`src/rtl/axi4_lite_pkg.sv`:
```
// axi4_lite_pkg: shared response codes, FSM state type and timeout counter sizing
package axi4_lite_pkg;
   localparam logic [1:0] RESP_OKAY   = 2'b00;
   localparam logic [1:0] RESP_SLVERR = 2'b10;
   typedef enum logic [2:0] {IDLE, WR_MEM, WR_RESP, RD_MEM, RD_RESP} state_t;
   function automatic int cnt_width(input int timeout);
      return $clog2(timeout + 1);
   endfunction
endpackage

```
`src/rtl/axi4_lite_hold_reg.sv`:
```
// axi4_lite_hold_reg: single-entry valid/ready holding register with a clear input
//  clk_i, arstn_i : clock, asynchronous active-low reset
//  i_valid/o_ready: upstream handshake; o_ready is registered and equals ~o_full
//  i_data/o_data  : payload captured on handshake, held until the next handshake
//  i_clr          : consumer has taken the entry; frees it next cycle
//  o_full         : entry holds an unconsumed payload
module axi4_lite_hold_reg #(
   parameter int WIDTH = 8
) (
   input  logic             clk_i,
   input  logic             arstn_i,
   input  logic             i_valid,
   input  logic [WIDTH-1:0] i_data,
   input  logic             i_clr,
   output logic             o_ready,
   output logic             o_full,
   output logic [WIDTH-1:0] o_data
);
   logic             r_full, r_ready;
   logic [WIDTH-1:0] r_data;
   logic             w_hs, w_full_n;
   assign w_hs     = i_valid & r_ready;
   assign w_full_n = w_hs | (r_full & ~i_clr);
   always_ff @(posedge clk_i or negedge arstn_i) begin
      if (!arstn_i) begin
         r_full  <= 1'b0;
         r_ready <= 1'b0;
         r_data  <= '0;
      end else begin
         r_full  <= w_full_n;
         r_ready <= ~w_full_n;
         if (w_hs) r_data <= i_data;
      end
   end
   assign o_ready = r_ready;
   assign o_full  = r_full;
   assign o_data  = r_data;
endmodule

```
`src/rtl/axi4_lite_slave.sv`:
```
// axi4_lite_slave: AXI4-Lite responder turning each transaction into one req/ack memory access
//  clk_i, arstn_i                       : clock, asynchronous active-low reset
//  aw*/w*/b*                            : AXI4-Lite write address, data and response channels
//  ar*/r*                               : AXI4-Lite read address and data channels
//  mem_req_o/mem_we_o/mem_addr_o        : memory request, held until ack or timeout; addr is window-relative
//  mem_wdata_o/mem_wstrb_o              : write data and byte enables (strobes zero on reads)
//  mem_rdata_i/mem_ack_i                : read data and single-cycle completion pulse
module axi4_lite_slave
   import axi4_lite_pkg::*;
#(
   parameter int                        AXI_ADDR_WIDTH = 64,
   parameter int                        AXI_DATA_WIDTH = 32,
   parameter logic [AXI_ADDR_WIDTH-1:0] BASE_ADDR      = '0,
   parameter logic [AXI_ADDR_WIDTH-1:0] MEM_BYTES      = AXI_ADDR_WIDTH'(64'h10000),
   parameter int                        TIMEOUT        = 16
) (
   input  logic                          clk_i,
   input  logic                          arstn_i,
   input  logic [AXI_ADDR_WIDTH-1:0]     awaddr_i,
   input  logic                          awvalid_i,
   output logic                          awready_o,
   input  logic [AXI_DATA_WIDTH-1:0]     wdata_i,
   input  logic [AXI_DATA_WIDTH/8-1:0]   wstrb_i,
   input  logic                          wvalid_i,
   output logic                          wready_o,
   output logic [1:0]                    bresp_o,
   output logic                          bvalid_o,
   input  logic                          bready_i,
   input  logic [AXI_ADDR_WIDTH-1:0]     araddr_i,
   input  logic                          arvalid_i,
   output logic                          arready_o,
   output logic [AXI_DATA_WIDTH-1:0]     rdata_o,
   output logic [1:0]                    rresp_o,
   output logic                          rvalid_o,
   input  logic                          rready_i,
   output logic                          mem_req_o,
   output logic                          mem_we_o,
   output logic [AXI_ADDR_WIDTH-1:0]     mem_addr_o,
   output logic [AXI_DATA_WIDTH-1:0]     mem_wdata_o,
   output logic [AXI_DATA_WIDTH/8-1:0]   mem_wstrb_o,
   input  logic [AXI_DATA_WIDTH-1:0]     mem_rdata_i,
   input  logic                          mem_ack_i
);
   localparam int AW = AXI_ADDR_WIDTH;
   localparam int DW = AXI_DATA_WIDTH;
   localparam int SW = DW / 8;
   localparam int SL = $clog2(SW);
   localparam int CW = cnt_width(TIMEOUT);
   localparam logic [CW-1:0] CNT_LAST = CW'(TIMEOUT - 1);

   logic          w_aw_full, w_w_full, w_ar_full, w_clr_wr, w_clr_ar;
   logic [AW-1:0] w_aw_addr, w_ar_addr;
   logic [DW+SW-1:0] w_w_data;
   axi4_lite_hold_reg #(.WIDTH(AW)) u_aw (
      .clk_i(clk_i), .arstn_i(arstn_i), .i_valid(awvalid_i), .i_data(awaddr_i), .i_clr(w_clr_wr),
      .o_ready(awready_o), .o_full(w_aw_full), .o_data(w_aw_addr));
   axi4_lite_hold_reg #(.WIDTH(DW + SW)) u_w (
      .clk_i(clk_i), .arstn_i(arstn_i), .i_valid(wvalid_i), .i_data({wstrb_i, wdata_i}), .i_clr(w_clr_wr),
      .o_ready(wready_o), .o_full(w_w_full), .o_data(w_w_data));
   axi4_lite_hold_reg #(.WIDTH(AW)) u_ar (
      .clk_i(clk_i), .arstn_i(arstn_i), .i_valid(arvalid_i), .i_data(araddr_i), .i_clr(w_clr_ar),
      .o_ready(arready_o), .o_full(w_ar_full), .o_data(w_ar_addr));

   // lower bound is checked first so the subtraction cannot wrap into the window
   function automatic logic addr_ok(input logic [AW-1:0] a);
      return (a >= BASE_ADDR) && ((a - BASE_ADDR) < MEM_BYTES) && (a[SL-1:0] == '0);
   endfunction

   state_t        r_state, w_state_n;
   logic          r_prio_wr, w_prio_wr_n;
   logic [CW-1:0] r_cnt, w_cnt_n;
   logic          r_we, w_we_n;
   logic [AW-1:0] r_addr, w_addr_n;
   logic [DW-1:0] r_wdata, w_wdata_n, r_rdata, w_rdata_n;
   logic [SW-1:0] r_wstrb, w_wstrb_n;
   logic [1:0]    r_bresp, w_bresp_n, r_rresp, w_rresp_n;
   logic          w_wr_rdy, w_gnt_wr, w_gnt_rd, w_wr_ok, w_rd_ok, w_done;

   assign w_wr_rdy = w_aw_full & w_w_full;
   // on a tie the flag picks the side; it flips only when both contend
   assign w_gnt_wr = (r_state == IDLE) & w_wr_rdy & (~w_ar_full | r_prio_wr);
   assign w_gnt_rd = (r_state == IDLE) & w_ar_full & ~w_gnt_wr;
   assign w_wr_ok  = addr_ok(w_aw_addr);
   assign w_rd_ok  = addr_ok(w_ar_addr);
   // ack beats the timeout when both land in the same cycle
   assign w_done   = mem_ack_i | (r_cnt == CNT_LAST);

   always_comb begin
      w_state_n   = r_state;
      w_prio_wr_n = r_prio_wr;
      w_cnt_n     = r_cnt;
      w_we_n      = r_we;
      w_addr_n    = r_addr;
      w_wdata_n   = r_wdata;
      w_wstrb_n   = r_wstrb;
      w_bresp_n   = r_bresp;
      w_rresp_n   = r_rresp;
      w_rdata_n   = r_rdata;
      w_clr_wr    = 1'b0;
      w_clr_ar    = 1'b0;
      case (r_state)
         IDLE: begin
            w_cnt_n = '0;
            if (w_wr_rdy & w_ar_full) w_prio_wr_n = ~r_prio_wr;
            if (w_gnt_wr) begin
               w_clr_wr  = 1'b1;
               w_we_n    = 1'b1;
               w_addr_n  = w_aw_addr - BASE_ADDR;
               w_wdata_n = w_w_data[DW-1:0];
               w_wstrb_n = w_w_data[DW+:SW];
               w_bresp_n = w_wr_ok ? RESP_OKAY : RESP_SLVERR;
               w_state_n = w_wr_ok ? WR_MEM : WR_RESP;
            end else if (w_gnt_rd) begin
               w_clr_ar  = 1'b1;
               w_we_n    = 1'b0;
               w_addr_n  = w_ar_addr - BASE_ADDR;
               w_wstrb_n = '0;
               w_rresp_n = w_rd_ok ? RESP_OKAY : RESP_SLVERR;
               w_rdata_n = '0;
               w_state_n = w_rd_ok ? RD_MEM : RD_RESP;
            end
         end
         WR_MEM: begin
            w_cnt_n   = w_done ? r_cnt : r_cnt + 1'b1;
            w_bresp_n = mem_ack_i ? RESP_OKAY : RESP_SLVERR;
            w_state_n = w_done ? WR_RESP : WR_MEM;
            if (!w_done) w_bresp_n = r_bresp;
         end
         RD_MEM: begin
            w_cnt_n   = w_done ? r_cnt : r_cnt + 1'b1;
            w_rresp_n = w_done ? (mem_ack_i ? RESP_OKAY : RESP_SLVERR) : r_rresp;
            w_rdata_n = w_done ? (mem_ack_i ? mem_rdata_i : '0) : r_rdata;
            w_state_n = w_done ? RD_RESP : RD_MEM;
         end
         WR_RESP: w_state_n = bready_i ? IDLE : WR_RESP;
         RD_RESP: w_state_n = rready_i ? IDLE : RD_RESP;
         default: w_state_n = IDLE;
      endcase
   end

   always_ff @(posedge clk_i or negedge arstn_i) begin
      if (!arstn_i) begin
         r_state   <= IDLE;
         r_prio_wr <= 1'b0;
         r_cnt     <= '0;
         r_we      <= 1'b0;
         r_addr    <= '0;
         r_wdata   <= '0;
         r_wstrb   <= '0;
         r_bresp   <= '0;
         r_rresp   <= '0;
         r_rdata   <= '0;
      end else begin
         r_state   <= w_state_n;
         r_prio_wr <= w_prio_wr_n;
         r_cnt     <= w_cnt_n;
         r_we      <= w_we_n;
         r_addr    <= w_addr_n;
         r_wdata   <= w_wdata_n;
         r_wstrb   <= w_wstrb_n;
         r_bresp   <= w_bresp_n;
         r_rresp   <= w_rresp_n;
         r_rdata   <= w_rdata_n;
      end
   end

   assign mem_req_o   = (r_state == WR_MEM) | (r_state == RD_MEM);
   assign mem_we_o    = r_we;
   assign mem_addr_o  = r_addr;
   assign mem_wdata_o = r_wdata;
   assign mem_wstrb_o = r_wstrb;
   assign bvalid_o    = r_state == WR_RESP;
   assign bresp_o     = r_bresp;
   assign rvalid_o    = r_state == RD_RESP;
   assign rresp_o     = r_rresp;
   assign rdata_o     = r_rdata;
endmodule

```
`config.mk`:
```
export PLATFORM = sky130hd
export DESIGN_NAME = axi4_lite_slave
export DESIGN_NICKNAME = d
export VERILOG_FILES = /design/src/rtl/axi4_lite_pkg.sv /design/src/rtl/axi4_lite_hold_reg.sv /design/src/rtl/axi4_lite_slave.sv
export SDC_FILE = /design/constraint.sdc
export NUM_CORES = 1
export LEC_CHECK = 0
export ABC_AREA = 1
export CORE_UTILIZATION = 54
export CTS_BUF_LIST = sky130_fd_sc_hd__clkbuf_2 sky130_fd_sc_hd__clkbuf_4 sky130_fd_sc_hd__clkbuf_8
export CTS_CLUSTER_DIAMETER = 200
export DETAILED_ROUTE_END_ITERATION = 8
export PLACE_DENSITY = 0.85
export SYNTH_ARGS = -nofsm -noshare
export SYNTH_HDL_FRONTEND = slang
export SYNTH_SLANG_ARGS = --single-unit
```
`constraint.sdc`:
```
create_clock -name clk_i -period 3.62 [get_ports clk_i]
set_input_delay 0.362 -clock clk_i [delete_from_list [all_inputs] [get_ports clk_i]]
set_output_delay 0.362 -clock clk_i [all_outputs]
set_load 0.01 [all_outputs]
```
==> results of run 1 <==
==> cell usage in the layout (no fill, tap or decap), types with 4 or more instances in the layout <==
master	synthesis	layout
nor2_1	162	162
nand3_1	40	40
nor3_1	4	4
a21oi_1	93	93
nand2_1	275	273
mux2_2	138	138
clkbuf_4	0	20
o21ai_1	37	37
inv_1	40	40
clkbuf_8	0	60
buf_4	2	11
dfrtp_1	314	314
clkdlybuf4s50_1	0	343
o21ai_0	41	41
clkinv_2	0	5
==> worst reg2reg max path: stages, from the launching register on <==
cell and delay (ns):
dfrtp_1 0.41, ha_1 0.23, nand2_1 0.10, nor2_1 0.06
ha_1 0.17, nor2_1 0.28, nor2_1 0.12, o21ai_2 0.56
buf_4 0.35, nand2_1 0.08, nand2_1 0.07
==> metal layers <==
metal / global-route usage [%] / wire length [µm] / vias to the layer above
met5: 0 / 0 / -
met4: 13.5 / 1420 / 0
met3: 7.81 / 2780 / 94
met2: 47.8 / 16800 / 452
met1: 35.8 / 13300 / 5036
li1: - / - / 4727
==> timing repair <==
item,in CTS,in global routing
hold buffers,1,0
buffers inserted,0,0
endpoints found under the hold margin,79,0
==> cells by family after synthesis <==
group / count (synthesis) / share of synthesized area [%]
flip-flops: 314 / 61.6
other: 1 / 0.0294
multiplexers: 138 / 12.2
adder cells (fa/ha/maj): 2 / 0.196
AND/OR/NAND/NOR: 489 / 15.2
AO/OA/AOI/OAI: 176 / 7.05
buffers and inverters: 111 / 3.73
XOR/XNOR: 1 / 0.0687
==> stage by stage <==
stage | util (%) | hold WS, ns
2_1_floorplan | - | 0.0664
3_3_place_gp | 71.7 | 0.399
3_5_place_dp | 71.7 | 0.401
4_1_cts | 76.4 | 0.333
5_1_grt | 76.4 | 0.340
6_report | 76.4 | 0.365
==> final cells by class <==
class	instances	area share (%)
timing repair buffer	358	20.5
sequential	314	44.9
tap	313	2.24
multi-input combinational	808	25.4
antenna	2	0.0286
clock buffer	80	5.58
inverter	45	0.972
clock inverter	8	0.422
==> power by group through the flow <==
stage / clock network [W] / registers, W / logic (W)
floorplan: 0 / 0.00616 / 0.00322
global placement: 0 / 0.00606 / 0.00561
detailed placement: 0 / 0.00612 / 0.00581
CTS: 0.00319 / 0.00610 / 0.00586
global route: 0.00335 / 0.00629 / 0.00642
finish: 0.00313 / 0.00613 / 0.00582
==> path summary, 6_finish.rpt <==
kind,start,endpoint,slack (ns),cells after the start
worst max register to register,r_cnt[0],rdata_o[16],1.12,10
min in group asynchronous,arstn_i,mem_addr_o[15],0.40,2
worst min register to register,mem_wdata_o[14],mem_wdata_o[14],0.47,2
worst max-delay path,r_cnt[0],rdata_o[16],1.12,10
max in group asynchronous,arstn_i,u_aw.o_data[39],2.26,3
worst min-delay path,mem_rdata_i[27],rdata_o[27],0.37,3
==> flip-flops by register name (all words and copies together) (netlist names) <==
register,cells
u_w.o_full,1
r_prio_wr,1
bresp_o,1
u_w.o_ready,1
rresp_o,1
u_ar.o_full,1
u_ar.o_data,64
u_ar.o_ready,1
u_aw.o_ready,1
mem_wdata_o,32
u_aw.o_full,1
r_cnt,5
u_aw.o_data,64
r_state,3
mem_wstrb_o,4
rdata_o,32
mem_addr_o,64
mem_we_o,1
u_w.o_data,36
==> impl_metrics.py, run 1 <==
metrics = {
    "run_status": {
        "run_status": "finished, final reports clean",
    },
    "cts": {
        "clock_tree.htree_level_count": 2,
        "tritoncts_clock_tree": "yes",
        "cts_inserted_buffers": 50,
        "clk-insertion-delay-late_ns": 0.57,
        "clk_pin_slew_ns": 0.06,
        "post_cts.resized_instances": 0,
        "cts-root-to-sink-buffers": 3,
        "tritoncts_num_sinks": 314,
        "clock_tree.root_cell": "clkbuf_8",
    },
    "power": {
        "power.switching_fraction_pct": 35.7,
        "cellPowerDensity_nw_per_um2": 861,
        "netSwitchingPower_w": 0.00538,
        "pwr-share-clk_pct": 20.8,
        "finalPower_w": 0.0151,
        "static-leakage-power_nw": 7.96,
        "pwr-share-seq_pct": 40.6,
        "comb_power_share_pct": 38.6,
        "peakVddDrop_mv": 0.543,
        "cellInternalPower_w": 0.00970,
    },
    "sta": {
        "min_period_over_period_pct": 69.1,
        "postLayoutSetupSlackWorst_ns": 1.12,
        "setup-violations-final": 0,
        "timing.final.max_slew_violations": 0,
        "final_period_minus_worst_setup_slack_ns": 2.50,
        "final.setup.tns_ns": 0,
        "final.setup_skew_ns": 0.0301,
        "grt_setup_unrepaired": "no",
        "report.final.hold_viol_count": 0,
        "timing.max_slew.rel_slack_pct": 32.2,
        "fmax_mhz": 400,
        "max_slew.worst_pin.slew_ns": 1.02,
    },
    "cells_and_area": {
        "multi_input_area_um2": 4450,
        "instances_no_fill": 1928,
        "syn_to_final_growth_pct": 37.2,
        "design.final.nets": 1783,
        "final_layout_size_suffix_gt1_share_pct": 15.6,
        "regArea_um2": 7860,
        "fillers": 1518,
        "final_cell_area_um2": 17500,
    },
    "worst_setup_path": {
        "critPathArrivalTime_ns": 2.99,
        "path_buf_inv": 1,
        "setup.worst_path.class": "flop to flop",
        "crit_path_required_time_ns": 4.11,
        "crit_path_max_incr_delay_ns": 0.56,
        "crit_path_cell_trace": "ha_1 -> nand2_1 -> nor2_1 -> ha_1 -> nor2_1 -> nor2_1 -> o21ai_2 -> buf_4 -> nand2_1 -> nand2_1",
        "critical_path.max_fanout": 18,
        "cp-start-kind": "flop",
        "slowest_stage": "o21ai_2",
        "path_delay_family": "simple AND/OR/NAND/NOR gates",
        "worstSetupEndpointType": "flop",
    },
    "detailed_routing": {
        "drt_iter0_drc": 693,
        "drt_drc_violations_left": 0,
        "route.vias.total": 10309,
        "route.detailed.vias_per_inst": 5.35,
        "final_antenna_net_count": 0,
        "drt-pass1-iter-count": 5,
        "routed_wl_um": 34400,
        "drt-wirelength-per-cell_um": 17.8,
    },
    "logic_synthesis": {
        "synth_top_cell_area_share_pct": 61.6,
        "synth_top_cell_by_area": "dfrtp_1",
        "synth_enable_flop_cells": 0,
        "ys.flop_type": "dfrtp_1",
        "yosysMostFrequentCell": "dfrtp_1",
        "syn_inst": 1232,
        "netlist_top_cells_area": "dfrtp_1 62%, mux2_2 12%, nand2_1 8.1%, nor2_1 4.8%, a21oi_1 3.6%",
        "syn-cell-area_um2": 12800,
        "synth_cell_type_count": 30,
        "synthArstFlopShare_pct": 100,
        "synth.top_cells.by_count": "314 x dfrtp_1, 275 x nand2_1, 162 x nor2_1",
        "syn_avg_cell_area_um2": 10.4,
        "yosysWarningCount": 0,
        "ys_seq_elements": 314,
        "share_of_synthesized_area_occupied_by_flip_flops_and_latches_pct": 61.6,
    },
    "global_routing": {
        "globalRouteTotalUtil_pct": 29.0,
        "globalRoute.totalOverflow": 0,
        "wire_length_of_the_first_global_routing_pass_um": 54700,
        "via_count_of_the_first_global_routing_pass": 10564,
        "grt_antenna_before_repair": 2,
        "grt_max_degree": 87,
    },
    "hold_path": {
        "hp-class": "input pin to flop",
    },
    "placed_design": {
        "input_output_buffers": 344,
        "globalplace.congestion": 0.816,
        "placedCellCount": 1837,
        "place_hpwl_um": 22500,
        "post_dp_cell_area_um2": 16400,
        "dpl_worst_slack_ns": 1.17,
    },
    "floorplanning": {
        "design.portCount": 347,
        "core_region_area_um2": 22900,
        "design.die.area_um2": 24200,
        "rows": 55,
        "die_w_um": 156,
        "die_height_um": 156,
        "start_util_pct": 55.7,
    },
    "job": {
        "max_cap_violation_count": 0,
    },
}
No activity file was read; power rests on OpenSTA's default activity.
==> run 2, diff against run 1 <==
- CORE_UTILIZATION: 54 -> 45
- PLACE_DENSITY: 0.85 -> 0.75
- clock period: 3.62 -> 2.02 ns (I/O delays scaled with it)
==> run 2 against run 1 <==
Cell area grew 1.9%. Non-clock buffer count grew 14. Utilization decreased by 12 points. Critical path depth did not move. Combinational power is 84% higher. Clock power is 82% higher. Count of clock-buffer cells in the layout grew 3. Worst setup slack worse by 0.92 ns. Critical path type unchanged. Largest power group unchanged.
==> impl_metrics.py, run 2 (synthesis gave the netlist of run 1 again) <==
metrics = {
    "power": {
        "pwr-share-clk_pct": 20.8,
        "cellPowerDensity_nw_per_um2": 1530,
        "static-leakage-power_nw": 8.10,
        "peakVddDrop_mv": 0.898,
        "pwr-share-seq_pct": 40.1,
        "finalPower_w": 0.0274,
        "comb_power_share_pct": 39.1,
        "cellInternalPower_w": 0.0177,
        "power.switching_fraction_pct": 35.3,
        "netSwitchingPower_w": 0.00966,
    },
    "cells_and_area": {
        "mostFrequentLayoutCell": "clkdlybuf4s50_1",
        "syn_to_final_growth_pct": 39.8,
        "final_util_pct": 64.0,
        "final_layout_size_suffix_gt1_share_pct": 16.5,
        "design.final.nets": 1799,
        "layout_common_cells": "340 x clkdlybuf4s50_1, 314 x dfrtp_1, 273 x nand2_1",
    },
    "detailed_routing": {
        "route.vias.total": 10077,
        "drt-pass1-iter-count": 5,
        "route.detailed.vias_per_inst": 5.02,
        "drt_drc_violations_left": 0,
        "wl_met1_um": 14500,
        "routed_wl_um": 34700,
        "final_antenna_net_count": 0,
        "drt_iter0_drc": 563,
        "topRoutingLayerUsed": "met4",
        "met3WireLength_um": 2850,
        "met2WireLength_um": 16500,
        "drt-wirelength-per-cell_um": 17.3,
    },
    "floorplanning": {
        "start_util_pct": 45.8,
        "design.die.area_um2": 29000,
        "die_w_um": 170,
        "core_region_area_um2": 27900,
        "design.portCount": 347,
        "rows": 61,
        "die_height_um": 170,
    },
    "cts": {
        "clk-insertion-delay-late_ns": 0.58,
        "cts_inserted_buffers": 52,
        "clk_pin_slew_ns": 0.05,
        "tritoncts_num_sinks": 314,
        "cts-root-to-sink-buffers": 3,
        "clock_tree.root_cell": "clkbuf_8",
        "tritoncts_clock_tree": "yes",
        "clock_tree.htree_level_count": 2,
        "cts_post_setup_buffers_inserted": 0,
    },
    "hold_path": {
        "hp-class": "input pin to async pin",
    },
    "global_routing": {
        "wire_length_of_the_first_global_routing_pass_um": 54800,
        "globalRouteTotalUtil_pct": 24.2,
        "grt_max_degree": 84,
        "grt_antenna_before_repair": 3,
        "globalRoute.totalOverflow": 0,
        "via_count_of_the_first_global_routing_pass": 10493,
    },
    "sta": {
        "timing.final.max_slew_violations": 0,
        "grt_setup_unrepaired": "no",
        "report.final.hold_viol_count": 0,
        "timing.max_slew.rel_slack_pct": 60.5,
        "setup-violations-final": 0,
        "max_slew.worst_pin.slew_ns": 0.591,
        "fmax_mhz": 547,
        "final.setup.tns_ns": 0,
        "final.setup_skew_ns": 0.0346,
        "min_period_over_period_pct": 90.4,
        "final_period_minus_worst_setup_slack_ns": 1.83,
    },
    "worst_setup_path": {
        "critical_path.reg2reg.startpoint": "r_cnt[0]",
        "first_element_of_the_critical_path": "r_cnt[0]",
        "critPathArrivalTime_ns": 2.31,
        "ff2ff_setup_slack_ns": 0.19,
        "worstSetupEndpointType": "flop",
        "critical_path.max_fanout": 18,
        "crit_path_required_time_ns": 2.50,
        "rr_endpoint": "rdata_o[13]",
        "cp-start-kind": "flop",
        "setup.worst_path.class": "flop to flop",
        "rr_worst_depth": 10,
    },
    "placed_design": {
        "input_output_buffers": 344,
        "globalplace.congestion": 0.828,
        "place_hpwl_um": 23800,
    },
    "run_status": {
        "run_status": "finished, final reports clean",
    },
    "job": {
        "max_cap_violation_count": 0,
    },
}
run 2: layout make-up:
| type | instances | area, µm² |
|---|---|---|
| Multi-Input combinational cell | 808 | 4450 |
| Timing Repair Buffer | 372 | 3810 |
| Fill cell | 2278 | 10000 |
| Inverter | 45 | 175 |
| Clock inverter | 6 | 60.1 |
| Antenna cell | 3 | 7.51 |
| Clock buffer | 83 | 1000 |
| Tap cell | 378 | 473 |
| Sequential cell | 314 | 7860 |
run 2: power groups by stage:
stage / registers (W) / logic, W / clock network [W]
4_1_cts: 0.0109 / 0.0109 / 0.00585
3_3_place_gp: 0.0109 / 0.0105 / 0
6_report: 0.0110 / 0.0107 / 0.00569
3_5_place_dp: 0.0110 / 0.0108 / 0
2_1_floorplan: 0.0110 / 0.00577 / 0
5_1_grt: 0.0113 / 0.0118 / 0.00612
run 2: worst max-delay path: stages (launching register included):
cell     delay (ns)
dfrtp_1        0.40
ha_1           0.23
nand2_1        0.10
nor2_1         0.05
ha_1           0.17
nor2_1         0.12
nor2_1         0.08
o21ai_2        0.19
buf_4          0.26
nand2_1        0.09
nand2_1        0.07
run 2: per-stage QoR:
stage	cell area (µm²)	hold slack (ns)	setup WS (ns)	std cells
3_5_place_dp	16800	0.112	0.184	1916
3_3_place_gp	16800	0.110	0.265	1916
6_report	17800	0.111	0.193	2009
5_1_grt	17800	0.121	0.0144	2008
2_1_floorplan	12800	-0.0936	0.264	1233
4_1_cts	17800	0.0861	0.159	2006
run 2: timing repair:
item	CTS	global route
gates resized for setup	3	1
endpoints found under the hold margin	314	0
setup endpoints to repair	3	11
hold buffers	1	0
run 2: worst max path at each step:
stage | end | slack (ns) | cells past startpoint
after floorplan | rdata_o[10] | 0.26 | 10
after global placement | rdata_o[22] | 0.26 | 7
after detailed placement | rdata_o[8] | 0.18 | 7
after CTS | rdata_o[8] | 0.16 | 7
after global routing | r_cnt[0] | 0.01 | 11
final | rdata_o[13] | 0.19 | 10
run 2: routing by layer:
| metal | track usage, % | up-vias |
|---|---|---|
| met3 | 7.44 | 68 |
| met2 | 39.4 | 338 |
| met1 | 30.6 | 4919 |
| met4 | 8.42 | 0 |
| li1 | - | 4752 |
| met5 | 0 | - |
==> run 3, diff against run 2 <==
- MAX_ROUTING_LAYER: not set -> met4
==> run 3 against run 2 <==
Worst setup slack gained 0.0013 ns. Critical path depth unchanged. Cell area did not move. Register-to-register slack about the same. Utilization stayed put. Sequential share of layout area did not move. Wire length is essentially flat. Non-clock buffer count did not move. Hold slack improved by 0.0067 ns. First-iteration DRC count down 12%. Flip-flop and latch count stayed put. Critical path type unchanged.
==> impl_metrics.py, run 3 (synthesis gave the netlist of run 1 again) <==
metrics = {
    "detailed_routing": {
        "drt_iter0_drc": 498,
        "drt-wirelength-per-cell_um": 17.3,
        "route.vias.total": 10067,
        "route.detailed.vias_per_inst": 5.01,
        "drt_drc_violations_left": 0,
        "final_antenna_net_count": 0,
        "drt-pass1-iter-count": 4,
        "routed_wl_um": 34700,
    },
    "worst_setup_path": {
        "crit_path_required_time_ns": 2.51,
        "rr_worst_depth": 10,
        "worstSetupEndpointType": "flop",
        "ff2ff_setup_slack_ns": 0.19,
        "critical_path.reg2reg.startpoint": "r_cnt[0]",
        "slowest_stage": "dfrtp_1",
        "crit_path_cell_trace": "ha_1 -> nand2_1 -> nor2_1 -> ha_1 -> nor2_1 -> nor2_1 -> o21ai_2 -> buf_4 -> nand2_1 -> nand2_1",
        "critical_path.max_fanout": 18,
        "setup.worst_path.class": "flop to flop",
        "rr_endpoint": "rdata_o[13]",
        "cp-start-kind": "flop",
        "critPathArrivalTime_ns": 2.31,
        "path_delay_family": "simple AND/OR/NAND/NOR gates",
        "path_buf_inv": 1,
        "crit_path_max_incr_delay_ns": 0.40,
    },
    "job": {
        "max_cap_violation_count": 0,
    },
    "placed_design": {
        "input_output_buffers": 344,
        "place_hpwl_um": 23800,
        "dpl_worst_slack_ns": 0.184,
        "globalplace.congestion": 0.841,
    },
    "sta": {
        "grt_setup_unrepaired": "no",
        "final.setup.tns_ns": 0,
        "postLayoutSetupSlackWorst_ns": 0.195,
        "final.setup_skew_ns": 0.0338,
        "setup-violations-final": 0,
        "min_period_over_period_pct": 90.4,
        "final_period_minus_worst_setup_slack_ns": 1.83,
        "timing.final.max_slew_violations": 0,
        "max_slew.worst_pin.slew_ns": 0.610,
        "report.final.hold_viol_count": 0,
        "fin_hold_ws_ns": 0.118,
        "fmax_mhz": 548,
        "timing.max_slew.rel_slack_pct": 59.3,
    },
    "cells_and_area": {
        "final_layout_size_suffix_gt1_share_pct": 16.5,
        "mostFrequentLayoutCell": "clkdlybuf4s50_1",
        "design.final.nets": 1799,
        "syn_to_final_growth_pct": 39.8,
        "fillers": 2278,
        "layout_common_cells": "340 x clkdlybuf4s50_1, 314 x dfrtp_1, 273 x nand2_1",
    },
    "cts": {
        "clk-insertion-delay-late_ns": 0.58,
        "tritoncts_num_sinks": 314,
        "clock_tree.htree_level_count": 2,
        "cts-root-to-sink-buffers": 3,
        "tritoncts_clock_tree": "yes",
        "clk_pin_slew_ns": 0.05,
        "clock_tree.root_cell": "clkbuf_8",
        "cts_inserted_buffers": 52,
    },
    "power": {
        "peakVddDrop_mv": 0.896,
        "static-leakage-power_nw": 8.10,
        "cellPowerDensity_nw_per_um2": 1530,
    },
    "global_routing": {
        "via_count_of_the_first_global_routing_pass": 10511,
        "grt_antenna_before_repair": 3,
        "wire_length_of_the_first_global_routing_pass_um": 54600,
        "globalRouteTotalUtil_pct": 24.9,
        "grt_max_degree": 84,
        "globalRoute.totalOverflow": 0,
    },
    "floorplanning": {
        "rows": 61,
        "design.die.area_um2": 29000,
        "start_util_pct": 45.8,
        "die_w_um": 170,
        "core_region_area_um2": 27900,
        "die_height_um": 170,
        "design.portCount": 347,
    },
    "hold_path": {
        "hp-class": "input pin to async pin",
    },
    "run_status": {
        "run_status": "finished, final reports clean",
    },
}
[run 3: report_power, final]
part | total [W] | leakage, nW | switching [W] | internal (W)
Clock | 0.00569 | 0.566 | 0.00244 | 0.00325
Combinational | 0.0107 | 3.74 | 0.00544 | 0.00527
Sequential | 0.0110 | 3.79 | 0.00178 | 0.00918
Total | 0.0274 | 8.10 | 0.00966 | 0.0177
[run 3: through the flow]
step	utilization [%]	power, W	instance area, µm²	std cells
floorplan	-	0.0168	12800	1233
global placement	60.1	0.0214	16800	1916
detailed placement	60.1	0.0218	16800	1916
CTS	64.0	0.0277	17800	2006
global route	64.0	0.0292	17800	2009
finish	64.0	0.0274	17800	2009
[run 3: worst max path at each step]
stage | startpoint | to | slack [ns] | cells past startpoint
after floorplan | r_cnt[0] | rdata_o[10] | 0.26 | 10
after global placement | r_state[0] | rdata_o[22] | 0.26 | 7
after detailed placement | r_state[0] | rdata_o[8] | 0.18 | 7
after CTS | r_state[0] | rdata_o[8] | 0.16 | 7
after global routing | r_cnt[0] | r_cnt[0] | 0.01 | 11
final | r_cnt[0] | rdata_o[13] | 0.19 | 10
[run 3: worst reg2reg max path: stages (launching register included)]
cell     delay (ns)
dfrtp_1        0.40
ha_1           0.23
nand2_1        0.10
nor2_1         0.05
ha_1           0.17
nor2_1         0.12
nor2_1         0.08
o21ai_2        0.19
buf_4          0.26
nand2_1        0.09
nand2_1        0.07
[run 3: repair_timing]
action	4_1_cts	5_1_grt
setup endpoints to repair	3	10
pin swaps	0	0
resized for setup	3	1
hold buffers	1	0
setup buffers	0	0
endpoints found under the hold margin	314	0
cloned	0	0
[run 3: routing by layer]
metal	global-route usage [%]	share of wire (%)
met1	30.6	42
met2	39.3	47
met3	7.33	8.2
met4	8.42	2.6
met5	-	0
[run 3: final cells by class]
cell class / instances / area, µm² / area share [%]
diodes: 3 / 7.51 / 0.0421
clock buffers: 83 / 1000 / 5.63
clock inverters: 6 / 60.1 / 0.337
inverters: 45 / 175 / 0.982
multi-input cells: 808 / 4450 / 24.9
flip-flops and latches: 314 / 7860 / 44.1
well taps: 378 / 473 / 2.65
repair buffers: 372 / 3810 / 21.3
